===== config.mk =====
export PLATFORM = sky130hd
export DESIGN_NAME = af_sweep_ctrl
export DESIGN_NICKNAME = d
export VERILOG_FILES = /design/src/rtl/af_sweep_ctrl.sv
export SDC_FILE = /design/constraint.sdc
export NUM_CORES = 1
export LEC_CHECK = 0
export CORE_UTILIZATION = 55
export DETAILED_ROUTE_END_ITERATION = 10
export DONT_BUFFER_PORTS = 1
export PLACE_DENSITY = 0.67
export SLEW_MARGIN = 0
export SYNTH_ARGS = -nofsm -noshare
export SYNTH_HDL_FRONTEND = slang
export SYNTH_SLANG_ARGS = --single-unit

===== constraint.sdc =====
create_clock -name VIDEO_CLK -period 3 [get_ports VIDEO_CLK]
set_clock_uncertainty 0.2 [all_clocks]
set_input_delay 0.6 -clock VIDEO_CLK [delete_from_list [all_inputs] [get_ports VIDEO_CLK]]
set_output_delay 0.6 -clock VIDEO_CLK [all_outputs]
set_load 0.02 [all_outputs]

===== src/rtl/af_sweep_ctrl.sv =====
// rtl/af_sweep_ctrl.sv - contrast-detect autofocus: luma edge sharpness per frame driving a coarse/fine lens sweep
// Optional fine pass enabled by defining AF_FINE_PASS_EN.
`timescale 1ns/1ps
module af_sweep_ctrl #(
  parameter int PIX_W      = 8,
  parameter int STEP_W     = 10,
  parameter int SUM_W      = 32,
  parameter int COARSE_INC = 16,
  parameter int SETTLE_FR  = 2
) (
  input  logic              VIDEO_CLK,
  input  logic              RESET_n,
  input  logic [PIX_W-1:0]  iR,
  input  logic [PIX_W-1:0]  iG,
  input  logic [PIX_W-1:0]  iB,
  input  logic              VS,
  input  logic              ACTIV,
  input  logic              AUTO_FOC,
  input  logic [PIX_W-1:0]  TH,
  output logic [STEP_W-1:0] STEP,
  output logic [15:0]       VCM_DATA,
  output logic [SUM_W-1:0]  FOCUS_SUM,
  output logic              BUSY,
  output logic              VCM_END
);

  localparam int LW         = PIX_W + 10;
  localparam int STEP_MAX_I = (1 << STEP_W) - 1;

`ifdef AF_FINE_PASS_EN
  typedef enum logic [2:0] {S_IDLE, S_SETTLE, S_COARSE, S_FINE, S_DONE} state_t;
`else
  typedef enum logic [2:0] {S_IDLE, S_SETTLE, S_COARSE, S_DONE} state_t;
`endif

  logic [LW-1:0]    luma_full;
  logic [PIX_W-1:0] y_r, y_d1, y_d2, g_r, diff;
  logic             act_d1, act_d2, vs_r;
  logic             hit, boundary;
  logic [SUM_W-1:0] acc, focus_sum;

  assign luma_full = LW'(77) * LW'(iR) + LW'(150) * LW'(iG) + LW'(29) * LW'(iB);
  assign diff      = (y_r > y_d2) ? (y_r - y_d2) : (y_d2 - y_r);
  assign hit       = act_d2 && (g_r > TH);
  assign boundary  = VS && !vs_r;

  always_ff @(posedge VIDEO_CLK or negedge RESET_n) begin
    if (!RESET_n) begin
      y_r       <= '0;
      y_d1      <= '0;
      y_d2      <= '0;
      g_r       <= '0;
      act_d1    <= 1'b0;
      act_d2    <= 1'b0;
      vs_r      <= 1'b0;
      acc       <= '0;
      focus_sum <= '0;
    end else begin
      y_r    <= PIX_W'(luma_full >> 8);
      y_d1   <= y_r;
      y_d2   <= y_d1;
      g_r    <= diff;
      act_d1 <= ACTIV;
      act_d2 <= act_d1;
      vs_r   <= VS;
      // A qualifying pixel landing on the boundary cycle belongs to neither frame.
      if (boundary) begin
        focus_sum <= acc;
        acc       <= '0;
      end else if (hit && (acc != '1)) begin
        acc <= acc + 1'b1;
      end
    end
  end

  state_t           state, target;
  logic [3:0]       settle_cnt;
  logic [STEP_W-1:0] step, peak_step, best_step;
  logic [SUM_W-1:0] peak;
  logic             af_d, busy, vcm_end, better;

  assign better    = acc > peak;
  assign best_step = better ? step : peak_step;

`ifdef AF_FINE_PASS_EN
  logic [STEP_W-1:0] fine_end, fine_lo, fine_hi;

  always_comb begin
    fine_lo = '0;
    fine_hi = STEP_W'(STEP_MAX_I);
    if (int'(best_step) >= COARSE_INC)
      fine_lo = STEP_W'(int'(best_step) - COARSE_INC);
    if (int'(best_step) + COARSE_INC <= STEP_MAX_I)
      fine_hi = STEP_W'(int'(best_step) + COARSE_INC);
  end
`endif

  always_ff @(posedge VIDEO_CLK or negedge RESET_n) begin
    if (!RESET_n) begin
      state      <= S_IDLE;
      target     <= S_COARSE;
      settle_cnt <= '0;
      step       <= '0;
      peak       <= '0;
      peak_step  <= '0;
      af_d       <= 1'b1;  // AUTO_FOC held high through reset must not count as a rising edge
      busy       <= 1'b0;
      vcm_end    <= 1'b0;
`ifdef AF_FINE_PASS_EN
      fine_end   <= '0;
`endif
    end else begin
      af_d <= AUTO_FOC;
      if (!AUTO_FOC) begin
        state      <= S_IDLE;
        settle_cnt <= '0;
        step       <= '0;
        peak       <= '0;
        peak_step  <= '0;
        busy       <= 1'b0;
        vcm_end    <= 1'b0;
      end else begin
        case (state)
          S_IDLE: if (!af_d) begin
            state      <= S_SETTLE;
            target     <= S_COARSE;
            settle_cnt <= '0;
            busy       <= 1'b1;
          end
          S_SETTLE: if (boundary) begin
            if (settle_cnt == 4'(SETTLE_FR - 1)) begin
              state      <= target;
              settle_cnt <= '0;
            end else begin
              settle_cnt <= settle_cnt + 4'd1;
            end
          end
          S_COARSE: if (boundary) begin
            if (better) begin
              peak      <= acc;
              peak_step <= step;
            end
            if (int'(step) + COARSE_INC > STEP_MAX_I) begin
`ifdef AF_FINE_PASS_EN
              state    <= S_SETTLE;
              target   <= S_FINE;
              step     <= fine_lo;
              fine_end <= fine_hi;
`else
              state   <= S_DONE;
              step    <= best_step;
              busy    <= 1'b0;
              vcm_end <= 1'b1;
`endif
            end else begin
              state <= S_SETTLE;
              step  <= step + STEP_W'(COARSE_INC);
            end
          end
`ifdef AF_FINE_PASS_EN
          S_FINE: if (boundary) begin
            if (better) begin
              peak      <= acc;
              peak_step <= step;
            end
            if (step == fine_end) begin
              state   <= S_DONE;
              step    <= best_step;
              busy    <= 1'b0;
              vcm_end <= 1'b1;
            end else begin
              state <= S_SETTLE;
              step  <= step + 1'b1;
            end
          end
`endif
          S_DONE: ;
          default: state <= S_IDLE;
        endcase
      end
    end
  end

  assign STEP      = step;
  assign VCM_DATA  = 16'({step, 4'hF});
  assign FOCUS_SUM = focus_sum;
  assign BUSY      = busy;
  assign VCM_END   = vcm_end;

endmodule


==> run_results.csv <==
group,metric,value,unit
run_status,outcome,"complete, but fails checks",
run_status,failed_checks,"hold timing, setup timing",
placement,gp_congestion,0.835,
routing,via_count,8704,
pwr,ir_drop,0.00187,V
critical_path,path_delay_family,"adder cells",
global_route,grt_usage,24.9,%
global_route,grt_overflow,0,
timing,period_share,183,%
critical_path,path_max_fanout,4,
yosys,synthMuxAreaShare,4.83,%
critical_path,critPathMaxStageDelay,0.53,ns
timing,hold_viol_final,160,
critical_path,path_cells,"ha_4 > ha_4 > inv_2 > fa_1 > fa_1 > inv_2 > ha_4 > xnor2_4 > fa_1 > fa_1 > inv_2 > fa_2 > fa_1 > inv_2 > ha_4 > o2111ai_4 > a21oi_2 > o32a_1 > a21o_1 > xnor3_1",
global_route,grt_max_degree,161,
pwr,p_seq_share,19.5,%
placement,dp_slack,-3.06,ns
timing,fin_tns_setup,-18.13,ns
critical_path,cp.required,3.10,ns
die,core-area,20600,sq um
critical_path,reg2reg_slack,0.09,ns
yosys,synth-seq-cells,160,
pwr,combPwrFrac,63.3,%
die,die_y,148,um
layout,fill_cells,1667,
yosys,ys_seq_area_share,34.3,%
timing,rsz0062_at_grt,"true",
yosys,synth_fa_ha_area_share,25.2,%
layout,fin_area,13600,sq um
critical_path,path_common_cell,"fa_1",
pwr,clkPwrFrac,17.1,%
yosys,yosys_warnings,0,
layout,area_delta_synth_final,16.6,%
timing,period_minus_slack,5.50,ns
global_route,grt_pass1_wl,43.5,mm
cts,worstSkewPairLatency,0.43,ns
critical_path,startpoint_type,"primary input",
layout,fin_nets,1517,
routing,drtIter0Drc,435,
yosys,synth.top_cell.area_share,34.1,%
pwr,switching_share,39.1,%
yosys,synth_xor_area_share,1.92,%
timing,setup_violations,8,
global_route,grt_pass1_vias,8920,
run,cap_viol_max_count,0,
timing,worst_slack,-2.50,ns
routing,drcViolationCount,0,
yosys,yosysUniqueCellTypes,77,
global_route,antenna_found_initial,0,
critical_path,reg2regPathDepth,11,
placement,hpwl,18.6,mm
cts,clock-root-buffer,"clkbuf_16",
cts,cts.clk_slew.worst_paths,0.07,ns
timing,fmax,182,MHz
routing,via_per_inst,5.58,
cts,cts_made_buffers,17,
timing,slew_viol_final,0,
timing,worst_pin_slew,0.716,ns
yosys,netlist_area,11700,sq um
routing,drt_pre_antenna_iters,5,
yosys,yosys.area.top_type,"dfrtp_1",
critical_path,critical_path.slowest_cell,"fa_2",
die,io_pins,97,
yosys,synth_enable_flop_cells,0,
critical_path,worst-path-buf-inv,4,
yosys,synth-compound-area-share,10.8,%
yosys,ys_async_sr_fraction,100,%
pwr,p_int,8.34,mW
die,row_count,52,
critical_path,worstPathArrival,5.60,ns
placement,port_buffers,0,
die,start_util,56.8,%
yosys,syn_inst,1208,
yosys,synth-main-ff-cell,"dfrtp_1",
timing,maxSlewHeadroom,52.3,%
cts,hold_buffers,3,
pwr,powerDensity,1010,nW/um^2
critical_path,r2r-end,"peak[18]",
layout,drive_gt1_share,15.8,%
layout,diodes,0,
die,die_w,148,um
routing,wirelength,26.0,mm
yosys,yosysMostFrequentCell,"inv_1",
layout,post-route-util,66.2,%
yosys,yosys-top-cells-count,"inv_1, dfrtp_1, ha_1",
yosys,synth_top_family_by_area,"adder cells",
critical_path,reg2reg_from,"peak[10]",
pwr,leakage,7.01,nW
die,die-area,21800,sq um
pwr,netSwitchingPower,5.37,mW
yosys,synthTopCellsByArea,"dfrtp_1, ha_1, fa_1, inv_1, mux2i_1",
cts,clk_path_buf_depth,2,
cts,htree_levels,4,
yosys,synth.avg_cell_area,9.67,sq um
yosys,synth_simple_gate_area_share,14.6,%
critical_path,critical_path_class,"in -> reg",
timing,whs,-0.339,ns
routing,drt-wirelength-per-cell,16.7,um
cts,cts_tree,"yes",
critical_path,cp-end-kind,"register",
routing,postRouteAntennaNets,0,
cts,cts.sinks,160,
hold_path,hp-class,"in -> async",
placement,place_area,12600,sq um
-- timing repair --
item	CTS	global route
setup buffers	3	2
pin swaps	16	13
cloned	0	3
endpoints found under the setup margin	9	55
resized for setup	19	21
hold endpoints to repair	163	160
-- layout by cell type, fill, tap and decap left out, types with 8 or more instances in the layout --
cell and instances:
o41ai_1 9, xor2_1 11, buf_4 95, a31oi_1 11, fa_1 56, nor2b_1 10, nand2_1 125, xnor2_1 8
nand2b_1 9, mux2i_1 53, nand3_1 25, dfrtp_1 159, ha_1 126, o31ai_1 12, a21o_1 13, inv_2 9
a21oi_1 43, clkbuf_16 19, inv_1 159, and3_1 16, nor2_1 85, o21ai_0 36, or4_1 10, nand4_1 23
ha_4 17, nor3_1 15
-- logic make-up (layout without fill, tap and decap cells) --
| family | Yosys count | count (layout) |
|---|---|---|
| AOI/OAI and AO/OA | 186 | 186 |
| xor gates and xnor gates | 24 | 24 |
| adders and majority gates | 201 | 201 |
| buffers and inverters | 226 | 305 |
| DFF | 160 | 160 |
| muxes | 56 | 56 |
| other | 2 | 6 |
| and+or+nand+nor | 353 | 353 |
-- how the worst max path moves through the flow --
stage | start | endpoint | depth (start not counted)
after global routing | iG[3] | y_r[7] | 23
after floorplan | iG[3] | y_r[7] | 23
after detailed placement | iG[3] | y_r[7] | 23
after global placement | iG[3] | y_r[7] | 23
final | iG[4] | y_r[7] | 20
after CTS | iG[4] | y_r[7] | 20
-- area by class of cell --
cell class	count	area, sq um	area share, %
flip-flops and latches	160	4010	29.4
clock buffers	17	425	3.12
well taps	270	338	2.48
repair buffers	106	887	6.51
inverters	168	631	4.63
clock inverters	14	206	1.52
multi-input cells	826	7130	52.3
-- power by group through the flow --
stage,Combinational [mW],Sequential [mW],Clock (mW)
after floorplan,5.45,2.68,0
after global placement,7.54,2.71,0
after detailed placement,7.71,2.71,0
after CTS,8.47,2.68,2.39
after global routing,9.73,2.71,2.48
final,8.68,2.68,2.35
-- registers in the layout, indices dropped and copies added (netlist names), 2 cells and up --
| register | count |
|---|---|
| FOCUS_SUM | 32 |
| STEP | 10 |
| acc | 32 |
| g_r | 8 |
| peak | 32 |
| peak_step | 10 |
| settle_cnt | 4 |
| state | 2 |
| y_d1 | 8 |
| y_d2 | 8 |
| y_r | 8 |
-- metal layers --
layer | global-route usage [%] | part of all wire (%)
met4 | 7.01 | 1.6
met3 | 3.92 | 3.6
met5 | 0 | 0
met2 | 42.1 | 49
met1 | 33.3 | 46
-- stage by stage --
step / std cells / power [mW]
4_1_cts: 1557 / 13.5
3_3_place_gp: 1520 / 10.2
5_1_grt: 1561 / 14.9
6_report: 1561 / 13.7
2_1_floorplan: 1212 / 8.13
3_5_place_dp: 1520 / 10.4
No activity file was read; power rests on OpenSTA's default activity.
